### config.mk
export PLATFORM = sky130hd
export DESIGN_NAME = instr_prefetch_buffer
export DESIGN_NICKNAME = d
export VERILOG_FILES = /design/src/rtl/instr_prefetch_buffer.sv
export SDC_FILE = /design/constraint.sdc
export NUM_CORES = 1
export LEC_CHECK = 0
export ABC_CLOCK_PERIOD_IN_PS = 6700
export BUFFER_PORTS_ARGS = -buffer_cell sky130_fd_sc_hd__buf_2
export CORE_AREA = 4 4 273 275
export DETAILED_ROUTE_END_ITERATION = 10
export DIE_AREA = 0 0 277 279
export PLACE_DENSITY = 0.56
export SETUP_SLACK_MARGIN = 0.3
export SLEW_MARGIN = 0
export SYNTH_ARGS = -nofsm -noshare
export SYNTH_HDL_FRONTEND = slang
export SYNTH_SLANG_ARGS = --single-unit
### constraint.sdc
create_clock -name HCLK -period 6.7 [get_ports HCLK]
set_input_delay 0.67 -clock HCLK [delete_from_list [all_inputs] [get_ports HCLK]]
set_output_delay 0.67 -clock HCLK [all_outputs]
set_load 0.02 [all_outputs]
### src/rtl/instr_prefetch_buffer.sv
// instr_prefetch_buffer: sequential instruction prefetch FIFO between the
// core fetch port and instruction memory. Both sides use req/gnt/rvalid.
// The optional hit/redirect statistics counters are enabled by defining the
// PFB_STATS_EN macro.
module instr_prefetch_buffer #(
    parameter int unsigned DEPTH     = 4,
    parameter logic [31:0] BOOT_ADDR = 32'h0000_0000
) (
    input  logic        HCLK,
    input  logic        HRESETn,
    input  logic        core_req,
    input  logic [31:0] core_addr,
    output logic        core_gnt,
    output logic        core_rvalid,
    output logic [31:0] core_rdata,
    output logic        mem_req,
    output logic [31:0] mem_addr,
    input  logic        mem_gnt,
    input  logic        mem_rvalid,
    input  logic [31:0] mem_rdata
`ifdef PFB_STATS_EN
    ,
    output logic [31:0] stat_hits,
    output logic [31:0] stat_redirects
`endif
);

    localparam int unsigned PTR_W = (DEPTH > 1) ? $clog2(DEPTH) : 1;
    localparam int unsigned CNT_W = $clog2(DEPTH + 1);

    typedef enum logic [0:0] {ST_IDLE = 1'b0, ST_STREAM = 1'b1} state_e;

    state_e             state_q, state_d;
    logic [CNT_W-1:0]   count_q, count_d;
    logic [PTR_W-1:0]   rd_ptr_q, rd_ptr_d;
    logic [PTR_W-1:0]   wr_ptr_q, wr_ptr_d;
    logic [31:0]        pf_addr_q, pf_addr_d;
    logic               outstanding_q, outstanding_d;
    logic [31:0]        pend_addr_q, pend_addr_d;
    logic               rvalid_q, rvalid_d;
    logic [31:0]        rdata_q, rdata_d;
    logic [31:0]        fifo_addr_q [DEPTH];
    logic [31:0]        fifo_data_q [DEPTH];

    logic [31:0]        head_addr_s;
    logic [31:0]        head_data_s;
    logic [31:0]        exp_addr_s;
    logic [CNT_W:0]     occ_s;
    logic               room_s;
    logic               redirect_s;
    logic               hit_s;
    logic               push_s;
    logic               issue_s;
    logic               mem_req_s;
    logic [31:0]        mem_addr_s;

    // Classify the core request (hit / wait / redirect) and derive the memory request.
    always_comb begin
        head_addr_s = fifo_addr_q[rd_ptr_q];
        head_data_s = fifo_data_q[rd_ptr_q];
        if (count_q != CNT_W'(0)) begin
            exp_addr_s = head_addr_s;
        end else if (outstanding_q) begin
            exp_addr_s = pend_addr_q;
        end else begin
            exp_addr_s = pf_addr_q;
        end
        // Occupancy uses count before this cycle's pop, so no look-ahead.
        occ_s      = {1'b0, count_q} + {{CNT_W{1'b0}}, outstanding_q};
        room_s     = (occ_s < (CNT_W+1)'(DEPTH));
        redirect_s = core_req && ((state_q == ST_IDLE) || (core_addr != exp_addr_s));
        hit_s      = core_req && !redirect_s && (count_q != CNT_W'(0));
        // A response only belongs to us if a grant preceded it; a redirect makes it stale.
        push_s     = mem_rvalid && outstanding_q && !redirect_s;
        if (redirect_s) begin
            mem_req_s  = 1'b1;
            mem_addr_s = core_addr;
        end else if (state_q == ST_STREAM) begin
            mem_req_s  = room_s;
            mem_addr_s = pf_addr_q;
        end else begin
            mem_req_s  = 1'b0;
            mem_addr_s = pf_addr_q;
        end
        issue_s = mem_req_s && mem_gnt;
    end

    // Next-state for FSM, FIFO bookkeeping, prefetch address and core response.
    always_comb begin
        case (state_q)
            ST_IDLE:   state_d = core_req ? ST_STREAM : ST_IDLE;
            ST_STREAM: state_d = ST_STREAM;
            default:   state_d = ST_IDLE;
        endcase
        outstanding_d = issue_s;
        pend_addr_d   = issue_s ? mem_addr_s : pend_addr_q;
        if (redirect_s) begin
            pf_addr_d = mem_gnt ? (core_addr + 32'd4) : core_addr;
        end else if (issue_s) begin
            pf_addr_d = pf_addr_q + 32'd4;
        end else begin
            pf_addr_d = pf_addr_q;
        end
        if (redirect_s) begin
            count_d  = CNT_W'(0);
            rd_ptr_d = PTR_W'(0);
            wr_ptr_d = PTR_W'(0);
        end else begin
            rd_ptr_d = hit_s  ? (rd_ptr_q + PTR_W'(1)) : rd_ptr_q;
            wr_ptr_d = push_s ? (wr_ptr_q + PTR_W'(1)) : wr_ptr_q;
            case ({push_s, hit_s})
                2'b10:   count_d = count_q + CNT_W'(1);
                2'b01:   count_d = count_q - CNT_W'(1);
                default: count_d = count_q;
            endcase
        end
        rvalid_d = hit_s;
        rdata_d  = hit_s ? head_data_s : 32'h0000_0000;
    end

    // Control and response registers with asynchronous reset.
    always_ff @(posedge HCLK or negedge HRESETn) begin
        if (!HRESETn) begin
            state_q       <= ST_IDLE;
            count_q       <= CNT_W'(0);
            rd_ptr_q      <= PTR_W'(0);
            wr_ptr_q      <= PTR_W'(0);
            pf_addr_q     <= BOOT_ADDR;
            outstanding_q <= 1'b0;
            pend_addr_q   <= BOOT_ADDR;
            rvalid_q      <= 1'b0;
            rdata_q       <= 32'h0000_0000;
        end else begin
            state_q       <= state_d;
            count_q       <= count_d;
            rd_ptr_q      <= rd_ptr_d;
            wr_ptr_q      <= wr_ptr_d;
            pf_addr_q     <= pf_addr_d;
            outstanding_q <= outstanding_d;
            pend_addr_q   <= pend_addr_d;
            rvalid_q      <= rvalid_d;
            rdata_q       <= rdata_d;
        end
    end

    // FIFO storage: write {fetch address, word} at the tail on a push.
    always_ff @(posedge HCLK or negedge HRESETn) begin
        if (!HRESETn) begin
            for (int i = 0; i < int'(DEPTH); i++) begin
                fifo_addr_q[i] <= 32'h0000_0000;
                fifo_data_q[i] <= 32'h0000_0000;
            end
        end else if (push_s) begin
            fifo_addr_q[wr_ptr_q] <= pend_addr_q;
            fifo_data_q[wr_ptr_q] <= mem_rdata;
        end else begin
            fifo_addr_q[wr_ptr_q] <= fifo_addr_q[wr_ptr_q];
            fifo_data_q[wr_ptr_q] <= fifo_data_q[wr_ptr_q];
        end
    end

    assign core_gnt    = hit_s;
    assign core_rvalid = rvalid_q;
    assign core_rdata  = rdata_q;
    assign mem_req     = mem_req_s;
    assign mem_addr    = mem_addr_s;

`ifdef PFB_STATS_EN
    logic [31:0] hits_q, hits_d;
    logic [31:0] redir_q, redir_d;

    // Saturating statistics counters.
    always_comb begin
        hits_d  = (hit_s && (hits_q != 32'hFFFF_FFFF)) ? (hits_q + 32'd1) : hits_q;
        redir_d = (redirect_s && (redir_q != 32'hFFFF_FFFF)) ? (redir_q + 32'd1) : redir_q;
    end

    // Statistics registers.
    always_ff @(posedge HCLK or negedge HRESETn) begin
        if (!HRESETn) begin
            hits_q  <= 32'h0000_0000;
            redir_q <= 32'h0000_0000;
        end else begin
            hits_q  <= hits_d;
            redir_q <= redir_d;
        end
    end

    assign stat_hits      = hits_q;
    assign stat_redirects = redir_q;
`endif

endmodule

## Yosys cells after proc, flatten, opt, wreduce, memory -nomap -nowiden

Index checks and enable logic that the tools add are counted.

- $add $sub $neg: 7
- $lt $le $gt $ge: 4
- Equality and inequality tests: 3
- Mux-type cells: 37
- Bitwise operators: 3
- Reduce and logical (&&, ||, !) cells: 14

Operator list:

| cell | count |
|---|---|
| bitwise mux 128 bit | 4 |
| 2-to-1 mux 32 bit | 16 |
| binary-select mux 32 bit (select 2 bit) | 4 |
| 2-to-1 mux 128 bit | 2 |
| adder 32 x 3 -> 32 bit (second input constant) | 2 |
| demux 32 bit (select 2 bit) | 1 |
| != test 32 bit | 1 |
| 2-to-1 mux 2 bit | 4 |
| logical AND 1 bit | 7 |
| >= comparator 3 bit (second input constant) | 2 |
| inverter 2 -> 3 bit | 2 |
| one-hot mux 3 bit (2 select lines) | 1 |
| nonzero test 2 bit | 3 |
| nonzero test 3 bit | 2 |
| adder 2 x 1 -> 2 bit (second input constant) | 2 |
| adder 3 x 1 -> 4 bit | 1 |
| less-than comparator 4 x 3 -> 1 bit (second input constant) | 1 |
| adder 3 x 1 -> 3 bit (second input constant) | 1 |
| less-than comparator 3 x 1 -> 1 bit (second input constant) | 1 |
| 2-to-1 mux 1 bit | 3 |
| 2-to-1 mux 3 bit | 1 |
| subtractor 3 x 1 -> 3 bit (second input constant) | 1 |
| == test 2 x 1 -> 1 bit (second input constant) | 1 |
| == test 2 bit (second input constant) | 1 |
| other kinds (4) | 4 |

- Flip-flop bits (word level): 362
- Input port bits: 69
- Output and inout port bits: 67
- Logic and storage cells: 85

## Depth between registers and ports, before layout

- Word-level depth: 14
- Depth in mapped cells: 18
- Mapped depth without buffers: 13

## Least setup slack after synthesis

Ideal clock, no wire load.

- Kind: register -> output
- Start point: register rd_ptr_q[0]
- End point: output mem_addr[25]
- Arrival: 3.392 ns
- Required time: 6.030 ns
- Slack: 2.638 ns
- Stages on the path, launching flop included: 11
- Path buffers: 4
- Cell sequence: dfrtp_1 buf_6 buf_8 mux4_2 a211oi_2 a21oi_1 or4b_4 o41a_1 clkbuf_1 clkbuf_1 o21ai_0

- Cells in the longest elaborated chain, start to end: 9

Ends and longest elaborated chain:

| what | line | source |
|---|---|---|
| start, declared | 35 | `logic [PTR_W-1:0] rd_ptr_q, rd_ptr_d;` |
| start signal, assigned | 136 | `rd_ptr_q <= rd_ptr_d;` |
| inverter 2 -> 3 bit (implied by the code) | 59 | `head_addr_s = fifo_addr_q[rd_ptr_q];` |
| binary-select mux 32 bit (select 2 bit) | 59 |  |
| 2-to-1 mux 32 bit (implied by the code) (2 in series) | 59 |  |
| 2-to-1 mux 32 bit | 61 | `if (count_q != CNT_W'(0)) begin` |
| != test 32 bit | 71 | `redirect_s = core_req && ((state_q == ST_IDLE) \|\| (core_addr != exp_addr_s));` |
| logical OR 1 bit | 71 |  |
| logical AND 1 bit | 71 |  |
| 2-to-1 mux 32 bit | 75 | `if (redirect_s) begin` |
| end, declared | 17 | `output logic [31:0] mem_addr,` |

No other way between the ends. The select of a mux whose other input is x is not followed.

## Worst setup path in the final report

- Start point: register rd_ptr_q[1]
- End point: output mem_addr[31]

Same word-level chain as after synthesis.

==> run metrics <==
outcome=finished, final reports clean; GRT overflow=0; WL per Instance=between 20 and 25 microns; Slew HR=roughly 17%; clock root cell=clkbuf_16; Power, Total=around 0.009 W; Vias/cell=5.82; most frequent cell after synthesis=dfrtp_1; Top Ports=roughly 140; top cells by count, synth=dfrtp_1, nor2b_1, a221o_1, mux4_2, inv_1; Synth Area in Adders=less than 1%; Seq pwr share=between 40% and 50%; Comb pwr share=between 30% and 40%; internal power component=roughly 0.006 W; Layout fillers=7,262; Worst-Skew Late Latency=roughly 0.57 ns; Final GP Congestion=about 0.9; Mapped Nets=~2,000; Compound-Gate Fraction of Synth Area=19.7%; Max-cap violations=0; Yosys Warn Count=0; Worst setup SP type=flop; sw frac=32.3%; worst hold path class=in -> async; Synth Area in Simple Gates=about an eighth; Net Sw Power=about 0.0028 W; pwr dens=360 nW/um^2; Layout Skew=roughly 0.017 ns; CP delay by family, top=compound AO/OA/AOI/OAI gates; DIE AREA=77,300 sq um; Syn Inst Count=approximately 1,900; H-Tree Depth=2; Worst-Margin Slew=about 1.2 ns; DR pass1 iterations=9; endpoints failing setup=0; CTS clock-pin slew for the worst setup and hold paths=around 0.060 ns; mux share of post-synthesis cell area=about 15%; Worst EP required=roughly 6 ns; CP arrival=5.10 ns; maximum clock path buffer count=3; mean post-synth cell area=~11 sq um; post-synth top area share=around 42%; final HPWL from detailed placement=about 44,000 microns; register area share after synthesis=42.1%; Tcrit/Tclk final=between 80% and 90%; area leader, netlist=dfrtp_1; fin crit period=around 5.8 ns; hold-fix buffers at CTS=0; number of buffers created by CTS=43; Slew Limit Fails=0; Initial Util=between 20% and 30%; first-pass GRT wire length=between 100,000 and 150,000 microns; Most used DFF post-synth=dfrtp_1; Fin Setup TNS=0 ns; synthesized-area fraction occupied by xor and xnor cells=3.54%; largest net degree at the start of global routing=between 100 and 150; crit-path cells=buf_4 -> mux2i_1 -> mux2_2 -> o21ai_0 -> o31ai_1 -> nand4_1 -> o41a_2 -> buf_4 -> nand2_1 -> o21ai_0 -> buf_2; Worst Setup End Kind=primary output; EDFF count, synth=0; slowest CP cell=dfrtp_4; DRT antenna net count=0; dpl ws=between 1.5 and 2 ns; largest family of logic cells by synthesized area=compound AO/OA/AOI/OAI gates; post-CTS sizing=0; Worst Path Buf+Inv=3; Post-CTS Setup Bufs=0; Final Hold Viols=0; post-synthesis cell type count=between 60 and 70; Cell Rows=roughly 100; RSZ-0062 raised after global routing=no; CTS sink count=approximately 360; Post-Synthesis Cell Area=21,500 sq um; Die Y=approximately 280 microns; Remaining DRCs=0; GRT Total Usage=roughly 18%; CP Max Fanout=60; kind of critical path=reg -> out; vias in the first global route=about 17,000; die width=~280 microns; Leakage=a little over 10 nW; Clock Power Share=about 27%; initial antenna violation count=4; CTS tree=done; # port buffers=approximately 140; Worst VDD drop=0.174 mV; share of layout cells above drive strength 1=between 20 and 25%; Iter 0 DRT Violations=1,919; Synth area leaders=dfrtp_1, mux4_2, a221o_1; Critical Path Max Stage Delay=1.15 ns; #FFs+latches synth=between 300 and 400; final net count=slightly above 2,000; Post-synth ARST share=100%; maximum clock rate=between 150 and 200 MHz; drt total wl=a little over 70,000 microns; core area=around 72,000 sq um; vias post-DR=17,043; setup ws final=approximately 0.93 ns; Area Growth Syn to Fin=13.3%
-- layout by cell type (no fill, tap or decap), types with 6 or more instances in the layout --
cell type and count:
clkbuf_16 45, buf_2 134, nor3_1 17, clkinv_2 12, nor2_1 34, a221o_1 257, o21ai_0 52, a21boi_0 47
dfrtp_1 357, a21oi_1 27, a222oi_1 33, inv_1 106, nand2_1 87, buf_4 24, nand3_1 20, mux4_2 124
nand4_1 17, mux2i_1 46, a21boi_2 10, xnor2_1 87, nor2b_1 286, clkbuf_1 8, a21boi_1 7, clkbuf_8 6
mux2_2 6
-- final cells by class --
cell class | count | area, sq um | area share (%)
Sequential cell | 362 | 9070 | 37.2
Timing Repair Buffer | 164 | 966 | 3.96
Clock buffer | 59 | 1240 | 5.08
Clock inverter | 20 | 189 | 0.774
Antenna cell | 2 | 5.00 | 0.0205
Tap cell | 959 | 1200 | 4.92
Multi-Input combinational cell | 1258 | 11300 | 46.4
Inverter | 106 | 398 | 1.63
-- worst register-to-register path: cells and delay by family, from the launching register on --
kind,cells,cell delay (ns)
simple gates,3,1.46
buf+inv,2,0.71
mux,1,0.65
flops,1,1.14
compound gates,4,1.17
-- state kept, by name (all words and copies together) (netlist names), 2 cells and up --
| signal | cells |
|---|---|
| fifo_addr_q | 128 |
| wr_ptr_q | 2 |
| pf_addr_q | 32 |
| pend_addr_q | 32 |
| core_rdata | 32 |
| rd_ptr_q | 2 |
| count_q | 3 |
| fifo_data_q | 128 |
-- path summary, 6_finish.rpt --
path,from,to,slack [ns],depth (start not counted)
max in group asynchronous,HRESETn,outstanding_q$_DFF_PN0_,4.80,2
worst min-delay path,HRESETn,fifo_addr_q[4]$_DFFE_PN0P_,0.24,1
min in group HCLK,mem_rdata[22],fifo_data_q[22]$_DFFE_PN0P_,0.40,2
worst max register to register,rd_ptr_q[0]$_DFFE_PN0P_,fifo_data_q[21]$_DFFE_PN0P_,1.51,10
worst min register to register,state_q$_DFF_PN0_,state_q$_DFF_PN0_,0.55,1
worst max-delay path,rd_ptr_q[1]$_DFFE_PN0P_,mem_addr[31],0.93,11
-- power by group through the flow --
stage	Combinational (W)	Sequential [W]	Clock, W
2_1_floorplan	0.00228	0.00328	0
3_3_place_gp	0.00275	0.00348	0
3_5_place_dp	0.00284	0.00352	0
4_1_cts	0.00285	0.00352	0.00245
5_1_grt	0.00308	0.00363	0.00255
6_report	0.00285	0.00354	0.00241
-- metal layers --
| layer | share of wire [%] | GRT usage (%) |
|---|---|---|
| met1 | 44 | 25.8 |
| met2 | 45 | 27.4 |
| met3 | 8.2 | 3.32 |
| met4 | 2.4 | 4.57 |
| met5 | 0.023 | 0 |
-- metrics by stage --
step | util, % | instance area, sq um | instances | hold slack, ns
floorplan | - | 21500 | 1899 | 0.374
global placement | 31.7 | 23000 | 2849 | 0.538
detailed placement | 31.7 | 23000 | 2849 | 0.526
CTS | 33.7 | 24400 | 2928 | 0.272
global route | 33.7 | 24400 | 2928 | 0.330
finish | 33.7 | 24400 | 2930 | 0.237
-- cell families (layout without fill, tap and decap cells) --
group	Yosys count	in the layout
mux	176	176
other cells	0	2
simple gates	504	504
buf+inv	279	349
fa+ha+maj	7	7
compound gates	484	484
flops	362	362
xor+xnor	87	87
(Power assumes the default switching activity.)
